### src/rtl/bus8088_pkg.sv
// rtl/bus8088_pkg.sv - shared types and defaults for the 8088 bus-cycle controller
package bus8088_pkg;

  localparam int ADDR_WIDTH_DEF = 20;

  typedef enum logic [2:0] {
    IDLE,
    ADDR,
    WAIT,
    XFER,
    DONE
  } bus_state_t;

  typedef enum logic {
    MEM = 1'b0,
    IO  = 1'b1
  } cycle_t;

endpackage

### src/rtl/bus8088_addr_decode.sv
// rtl/bus8088_addr_decode.sv - combinational memory/IO region compare on the latched address
module bus8088_addr_decode
  import bus8088_pkg::*;
#(
  parameter int          ADDR_WIDTH = ADDR_WIDTH_DEF,
  parameter int unsigned MEM_BASE   = 'h00000,
  parameter int unsigned MEM_SIZE   = 'h80000,
  parameter int unsigned IO_BASE    = 'h0000,
  parameter int unsigned IO_SIZE    = 'h0100
) (
  input  logic [ADDR_WIDTH-1:0] addr,
  input  logic                  is_io,
  output logic                  mem_hit,
  output logic                  io_hit
);

  // Region ends are clipped to the decodable space so a large size never wraps.
  localparam longint unsigned MEM_SPAN = 64'd1 << ADDR_WIDTH;
  localparam longint unsigned IO_SPAN  = 64'h10000;
  localparam longint unsigned MEM_RAW  = longint'(MEM_BASE) + longint'(MEM_SIZE);
  localparam longint unsigned IO_RAW   = longint'(IO_BASE) + longint'(IO_SIZE);
  localparam longint unsigned MEM_END  = (MEM_RAW > MEM_SPAN) ? MEM_SPAN : MEM_RAW;
  localparam longint unsigned IO_END   = (IO_RAW > IO_SPAN) ? IO_SPAN : IO_RAW;

  localparam logic [ADDR_WIDTH:0] MEM_LO = (ADDR_WIDTH+1)'(MEM_BASE);
  localparam logic [ADDR_WIDTH:0] MEM_HI = (ADDR_WIDTH+1)'(MEM_END);
  localparam logic [ADDR_WIDTH:0] IO_LO  = (ADDR_WIDTH+1)'(IO_BASE);
  localparam logic [ADDR_WIDTH:0] IO_HI  = (ADDR_WIDTH+1)'(IO_END);

  logic [ADDR_WIDTH:0] mem_x;
  logic [ADDR_WIDTH:0] io_x;

  assign mem_x = {1'b0, addr};
  assign io_x  = (ADDR_WIDTH+1)'(addr[15:0]);

  assign mem_hit = !is_io && (mem_x >= MEM_LO) && (mem_x < MEM_HI);
  assign io_hit  =  is_io && (io_x >= IO_LO) && (io_x < IO_HI);

endmodule

### src/rtl/bus8088_cycle_ctrl.sv
// rtl/bus8088_cycle_ctrl.sv - 8088 minimum-mode bus-cycle controller with wait-state insertion
module bus8088_cycle_ctrl
  import bus8088_pkg::*;
#(
  parameter int          ADDR_WIDTH = ADDR_WIDTH_DEF,
  parameter int unsigned MEM_BASE   = 'h00000,
  parameter int unsigned MEM_SIZE   = 'h80000,
  parameter int unsigned IO_BASE    = 'h0000,
  parameter int unsigned IO_SIZE    = 'h0100,
  parameter int unsigned MEM_WAIT   = 1,
  parameter int unsigned IO_WAIT    = 2,
  parameter int          WAIT_W     = 4
) (
  input  logic                  CLK,
  input  logic                  RESET_N,
  input  logic                  ALE,
  input  logic                  IO_M,
  input  logic [ADDR_WIDTH-9:0] A_HI,
  input  logic [7:0]            AD_LO,
  input  logic                  RD_N,
  input  logic                  WR_N,
  output logic                  READY,
  output logic [ADDR_WIDTH-1:0] LAT_ADDR,
  output logic                  MEM_CS,
  output logic                  IO_CS,
  output logic                  OE_N,
  output logic                  WE_N,
  output logic                  BUS_ERR
);

  localparam logic [WAIT_W-1:0] MEM_WAIT_CNT = WAIT_W'(MEM_WAIT);
  localparam logic [WAIT_W-1:0] IO_WAIT_CNT  = WAIT_W'(IO_WAIT);

  bus_state_t            state_q, state_d;
  cycle_t                cyc_q, cyc_d;
  logic [WAIT_W-1:0]     cnt_q, cnt_d, wait_sel;
  logic                  ready_d, mem_cs_d, io_cs_d, oe_n_d, we_n_d, bus_err_d;
  logic [ADDR_WIDTH-1:0] addr_d;
  logic                  mem_hit, io_hit;
  logic                  one_act, both_act, both_idle;

  assign one_act   = RD_N ^ WR_N;
  assign both_act  = !RD_N && !WR_N;
  assign both_idle = RD_N && WR_N;

  bus8088_addr_decode #(
    .ADDR_WIDTH(ADDR_WIDTH),
    .MEM_BASE  (MEM_BASE),
    .MEM_SIZE  (MEM_SIZE),
    .IO_BASE   (IO_BASE),
    .IO_SIZE   (IO_SIZE)
  ) u_decode (
    .addr   (LAT_ADDR),
    .is_io  (cyc_q == IO),
    .mem_hit(mem_hit),
    .io_hit (io_hit)
  );

  always_comb begin
    state_d   = state_q;
    cyc_d     = cyc_q;
    cnt_d     = cnt_q;
    addr_d    = LAT_ADDR;
    ready_d   = READY;
    mem_cs_d  = MEM_CS;
    io_cs_d   = IO_CS;
    oe_n_d    = OE_N;
    we_n_d    = WE_N;
    bus_err_d = 1'b0;
    wait_sel  = mem_hit ? MEM_WAIT_CNT : IO_WAIT_CNT;
    // ALE wins over everything: a new address phase silently aborts any cycle in flight.
    if (ALE) begin
      addr_d   = {A_HI, AD_LO};
      cyc_d    = cycle_t'(IO_M);
      state_d  = ADDR;
      ready_d  = 1'b1;
      mem_cs_d = 1'b0;
      io_cs_d  = 1'b0;
      oe_n_d   = 1'b1;
      we_n_d   = 1'b1;
    end else if (both_act && (state_q inside {ADDR, WAIT, XFER})) begin
      state_d   = DONE;
      ready_d   = 1'b1;
      mem_cs_d  = 1'b0;
      io_cs_d   = 1'b0;
      oe_n_d    = 1'b1;
      we_n_d    = 1'b1;
      bus_err_d = 1'b1;
    end else begin
      unique case (state_q)
        IDLE: ;
        ADDR: begin
          if (one_act) begin
            if (mem_hit || io_hit) begin
              mem_cs_d = mem_hit;
              io_cs_d  = io_hit;
              oe_n_d   = RD_N;
              we_n_d   = WR_N;
              cnt_d    = wait_sel;
              if (wait_sel == '0) begin
                state_d = XFER;
                ready_d = 1'b1;
              end else begin
                state_d = WAIT;
                ready_d = 1'b0;
              end
            end else begin
              state_d   = DONE;
              ready_d   = 1'b1;
              bus_err_d = 1'b1;
            end
          end
        end
        WAIT: begin
          cnt_d = cnt_q - WAIT_W'(1);
          if (cnt_d == '0) begin
            state_d = XFER;
            ready_d = 1'b1;
          end
        end
        XFER: begin
          if (both_idle) begin
            state_d  = IDLE;
            mem_cs_d = 1'b0;
            io_cs_d  = 1'b0;
            oe_n_d   = 1'b1;
            we_n_d   = 1'b1;
          end
        end
        DONE: begin
          if (both_idle) state_d = IDLE;
        end
        default: state_d = IDLE;
      endcase
    end
  end

  always_ff @(posedge CLK or negedge RESET_N) begin
    if (!RESET_N) begin
      state_q  <= IDLE;
      cyc_q    <= MEM;
      cnt_q    <= '0;
      LAT_ADDR <= '0;
      READY    <= 1'b1;
      MEM_CS   <= 1'b0;
      IO_CS    <= 1'b0;
      OE_N     <= 1'b1;
      WE_N     <= 1'b1;
      BUS_ERR  <= 1'b0;
    end else begin
      state_q  <= state_d;
      cyc_q    <= cyc_d;
      cnt_q    <= cnt_d;
      LAT_ADDR <= addr_d;
      READY    <= ready_d;
      MEM_CS   <= mem_cs_d;
      IO_CS    <= io_cs_d;
      OE_N     <= oe_n_d;
      WE_N     <= we_n_d;
      BUS_ERR  <= bus_err_d;
    end
  end

endmodule
### config.mk
export PLATFORM = sky130hd
export DESIGN_NAME = bus8088_cycle_ctrl
export DESIGN_NICKNAME = d
export VERILOG_FILES = /design/src/rtl/bus8088_pkg.sv /design/src/rtl/bus8088_addr_decode.sv /design/src/rtl/bus8088_cycle_ctrl.sv
export SDC_FILE = /design/constraint.sdc
export NUM_CORES = 1
export LEC_CHECK = 0
export ABC_CLOCK_PERIOD_IN_PS = 3000
export CAP_MARGIN = 20
export CORE_MARGIN = 2
export CORE_UTILIZATION = 30
export DETAILED_ROUTE_END_ITERATION = 10
export PLACE_DENSITY = 0.59
export SYNTH_ARGS = -nofsm -noshare
export SYNTH_HDL_FRONTEND = slang
export SYNTH_SLANG_ARGS = --single-unit
### constraint.sdc
create_clock -name CLK -period 3 [get_ports CLK]
set_clock_uncertainty 0.1 [all_clocks]
set_input_delay 0.3 -clock CLK [delete_from_list [all_inputs] [get_ports CLK]]
set_output_delay 0.3 -clock CLK [all_outputs]
set_load 0.02 [all_outputs]
* Word level (Yosys, flattened, before mapping) *
Cells that the tools add are included.

operators by class
  order comparisons = 4
  divide/modulo/power cells = 0
  equal/unequal tests = 12
  reductions and logical operators = 23
  shift-type cells = 0
  add/sub/neg operators = 1
  multipliers = 0
  bitwise gates (word level) = 3
  mux-type cells = 46

operators with widths
  operator                number
  $mux W1                 30
  $ge A20 B1 Y1 const B   1
  $lt A20 B20 Y1 const B  1
  $mux W3                 6
  $ge A16 B1 Y1 const B   1
  $lt A16 B9 Y1 const B   1
  $pmux W3 S4             1
  $pmux W1 S2             5
  $logic_not A4 Y1        2
  $mux W4                 2
  $ne A4 B2 Y1 const B    2
  $ne A4 B3 Y1 const B    2
  $pmux W4 S2             1
  $reduce_and A4 Y1       2
  $reduce_bool A4 Y1      2
  $logic_and A1 B1 Y1     7
  $eq A3 B2 Y1 const B    2
  $reduce_and A5 Y1       1
  $ne A4 B1 Y1 const B    1
  $sub A4 B1 Y4 const B   1
  $eq A3 B1 Y1 const B    1
  $eq A3 B3 Y1 const B    1
  $logic_not A1 Y1        3
  $logic_not A3 Y1        1
  other kinds (11)        12

storage, ports and cells
  output and inout bits = 26
  memory bits (writable) = 0
  bits in read-only memories = 0
  logic and storage cells = 99
  memories = 0
  register bits after elaboration = 34
  bits in latches = 0
  input port bits = 26

* Longest topological paths before layout *
  word-level depth = 11
  mapped depth = 8
  mapped depth without buffers = 8

* Modules after synthesis *
From an unflattened synthesis, not the netlist that was laid out.

unflattened totals
  cell total of the unflattened synthesis = 127
  area total of the unflattened synthesis = 1,584.0 um2

by module, submodules not included
  module               times used  sequential area each (um2)  area an instance (um2)  cells each
  bus8088_cycle_ctrl   1           854.6                       1,551.5                 123
  bus8088_addr_decode  1           0.0                         32.5                    4

* Worst setup path after synthesis *
No wires, ideal clock.

  kind = register to register
  start point = register LAT_ADDR[12]
  end point = register MEM_CS
  library setup time = 0.104 ns
  cell stages (with the launch flop) = 7
  slack = 0.834 ns
  required time = 2.796 ns
  data arrival time = 1.963 ns
  buffers on the path = 1
  clock period less this slack = 2.166 ns
  cells stage by stage = dfrtp_1 > nor4_2 > nand4_1 > and3_4 > or4_4 > buf_6 > o41ai_2

between the ends
  longest elaborated chain between the ends = 8
  elaborated cells on any way between the ends = 16
  classes of those cells = 4 x order compare; 1 x eq/ne; 5 x mux; 6 x reduce/logical

ends and longest elaborated chain
  item                               RTL line                   text
  start, declared                    bus8088_cycle_ctrl.sv:23   output logic [ADDR_WIDTH-1:0] LAT_ADDR,
  start signal, assigned             bus8088_cycle_ctrl.sv:154  LAT_ADDR <= addr_d;
  $ge A20 B1 Y1                      bus8088_addr_decode.sv:36  assign mem_hit = !is_io && (mem_x >= MEM_LO) && (mem_x < MEM_HI);
  $logic_and A1 B1 Y1 (2 in series)  bus8088_addr_decode.sv:36
  $mux W1                            bus8088_cycle_ctrl.sv:94   if (mem_hit || io_hit) begin
  $mux W1                            bus8088_cycle_ctrl.sv:93   if (one_act) begin
  $pmux W1 S2                        bus8088_cycle_ctrl.sv:90   unique case (state_q)
  $mux W1                            bus8088_cycle_ctrl.sv:81   end else if (both_act && (state_q inside {ADDR, WAIT, XFER})) begin
  $mux W1                            bus8088_cycle_ctrl.sv:72   if (ALE) begin
  end signal, assigned               bus8088_cycle_ctrl.sv:156  MEM_CS <= mem_cs_d;
  end, declared                      bus8088_cycle_ctrl.sv:24   output logic MEM_CS,

Several ways; a longest one is shown, not always the timed one. The select of a mux whose other input is x is not followed.
A chain may end at the register's enable or synchronous reset.

* Worst setup path in the final report *
Same ends and word-level chain as after synthesis.

==> results.toml <==
[global_routing]
gr-total-overflow = 0
grt_pass1_vias = 1339
grt_start_max_net_pins = 35
grt_use_total = 0.135
grt_pass1_wl_microns = 6450
antenna_found_initial = 0

[synth]
synthTopCellsByArea = "dfrtp_1 (48%), mux2_2 (15%), dfstp_2 (4.9%)"
synth_seq_cells = 34
syn_area_sq_um = 1610
synth_top_family_by_area = "simple AND/OR/NAND/NOR gates"
syn-instance-count = 141
async_flop_share = 1.00
synth.distinct_cells = 36
synth_enable_flop_cells = 0
syn_area_per_cell_sq_um = 11.4
synth_common_cells = "dfrtp_1 (31), mux2_2 (21), nor2_1 (18), a21oi_1 (7)"
muxShareOfSynthArea = 0.147
synthMostInstantiatedCell = "dfrtp_1"
synth_adder_area_share = 0.0311
synth_flop_cell = "dfrtp_1"
ys_seq_area_frac = 0.530
synth_xor_area_frac = 0
synth_top_area_frac = 0.481
syn_nets = 171
yosysTopAreaCell = "dfrtp_1"
synth_simple_gate_area_share = 0.159
yosys_warnings = 0
synth-compound-area-share = 0.107

[sta]
period_share = 0.774
fmax_mhz = 431
setup_viol = 0
tightest_slew_ps = 573
tns_ps = 0
drv_slew = 0
max_slew_margin = 0.614
hold_violations = 0
post-route-min-period_ps = 2320
setup_slack_ps = 678
rsz0062_at_grt = "false"

[worst_hold_path]
hold_path_class = "input port to asynchronous set/reset pin"

[drt]
drt_pass1_iterations = 4
viasPerCell = 5.01
drc = 0
via_count = 1344
wire_per_inst_microns = 14.3
ant_nets = 0
drt_iter0_drc = 129
wl_microns = 3830

[clock_network]
root_buffer = "clkbuf_8"
cts_resized = 0
tritoncts = "done"
cts_max_level = 2
cts_hold_buf = 0
clkLatencyLatePin_ps = 280
cts_buffers = 5
post-cts-setup-buffer-count = 0
clk_path_buf_depth = 2
clkTransAtPathRegs_ps = 70
clock-sinks = 34

[status]
status = "complete, no violations"

[die]
initial_core_util = 0.314
die_w_microns = 77.3
ioPinCount = 52
core_area_sq_um = 5140
fp.dieArea_sq_um = 5970
rows = 26
die_height_microns = 77.3

[worst_setup_path]
startpoint_type = "flop"
crit_family = "simple AND/OR/NAND/NOR gates"
end_kind = "flop"
critPathKind = "flop to flop"
r2r_slack_ps = 680
cp_slowest_cell = "or4_4"
worstPathCellList = "nor4_2, nand4_1, and3_4, or4_4, o41ai_2"
worstPathMaxFanout = 8
cp_num_buf_inv = 0
timing.rr.end = "MEM_CS"
reg2reg_from = "LAT_ADDR[12]"
crit_arrival_ps = 2390
max_stage_delay_ps = 580
rr_worst_depth = 5
crit_required_ps = 3070

[layout]
area_delta_synth_final_pct = 42.0
layout.nets = 227
antenna_cells = 0
drive_above_1_share = 0.197
fin_area_sq_um = 2290

[place]
gp_congestion = 0.906
numPortBuffers = 51
dpl_worst_slack_ps = 629
place_area_sq_um = 2200
detailed_place_hpwl_microns = 2870

[pwr]
p_seq_frac = 0.424
intPower_uw = 939
ir_drop_mv = 0.328
p_switching_uw = 505
pwr_density_cell_nw_per_um2 = 631
netSwitchingFraction = 0.350
leakagePower_uw = 0.000908
pwr-share-comb = 0.345
clkPwrFrac = 0.231

[flow_run]
drv_cap = 0
[state kept, by name, indices dropped and copies added, names as in the netlist]
signal,cells
cnt_q,4
READY,1
MEM_CS,1
OE_N,1
state_q,3
cyc_q,1
IO_CS,1
BUS_ERR,1
WE_N,1
LAT_ADDR,20
[worst register-to-register path, stage by stage (launching register included)]
cell and delay (ps):
dfrtp_1 400, nor4_2 300, nand4_1 240, and3_4 260, or4_4 580, o41ai_2 330
[cell families after synthesis]
group,count (synthesis)
buffers and inverters,9
DFF,34
adders and majority gates,4
AOI/OAI and AO/OA,25
and+or+nand+nor,48
muxes,21
[cell usage in the layout (no fill, tap or decap), types with 2 or more instances in the layout]
cell type / netlist / layout
o32ai_1: 2 / 2
ha_1: 4 / 4
nand2b_1: 3 / 3
buf_4: 0 / 2
or2_2: 2 / 2
nor2_1: 18 / 18
nand2_1: 3 / 3
nor3_1: 6 / 6
dfrtp_1: 31 / 31
o21ai_0: 6 / 6
clkbuf_8: 0 / 5
mux2_2: 21 / 21
nand3b_1: 2 / 2
inv_1: 5 / 5
a21oi_1: 7 / 7
dfstp_2: 3 / 3
nand3_1: 5 / 5
nor4_1: 2 / 2
clkdlybuf4s50_1: 0 / 51
[per-layer routing]
layer / global-route usage / vias up / wire length, microns
li1: - / 625 / -
met1: 0.165 / 662 / 1630
met2: 0.222 / 53 / 1880
met3: 0.0541 / 4 / 299
met4: 0.0375 / 0 / 30
met5: 0 / - / 0
[power by group through the flow]
| stage | clock network [uW] | logic [uW] | registers (uW) |
|---|---|---|---|
| 2_1_floorplan | 0 | 272 | 653 |
| 3_3_place_gp | 0 | 490 | 616 |
| 3_5_place_dp | 0 | 497 | 621 |
| 4_1_cts | 339 | 500 | 613 |
| 5_1_grt | 372 | 541 | 625 |
| 6_report | 334 | 498 | 613 |
[stage by stage]
step | instances | hold WS, ps | power, uW | utilization
detailed placement | 260 | 395 | 1120 | 0.428
global route | 268 | 360 | 1540 | 0.445
CTS | 268 | 350 | 1450 | 0.445
floorplan | 141 | -95.6 | 925 | -
finish | 268 | 325 | 1440 | 0.445
global placement | 260 | 392 | 1110 | 0.428
[layout make-up]
class                   instances  area, sq um
clock buffers                   6         72.6
clock inverters                 2         13.8
fillers                       519         2850
inverters                       5         18.8
multi-input cells              98          716
flip-flops and latches         34          855
well taps                      70         87.6
repair buffers                 53          526
[how the worst max path moves through the flow]
stage	slack (ps)	depth (start not counted)	start	end
after floorplan	830	6	LAT_ADDR[12]	MEM_CS
after global placement	700	6	RD_N	MEM_CS
after detailed placement	630	6	RD_N	MEM_CS
after CTS	660	5	LAT_ADDR[12]	MEM_CS
after global routing	590	5	LAT_ADDR[12]	MEM_CS
final	680	5	LAT_ADDR[12]	MEM_CS
(Power assumes the default switching activity.)
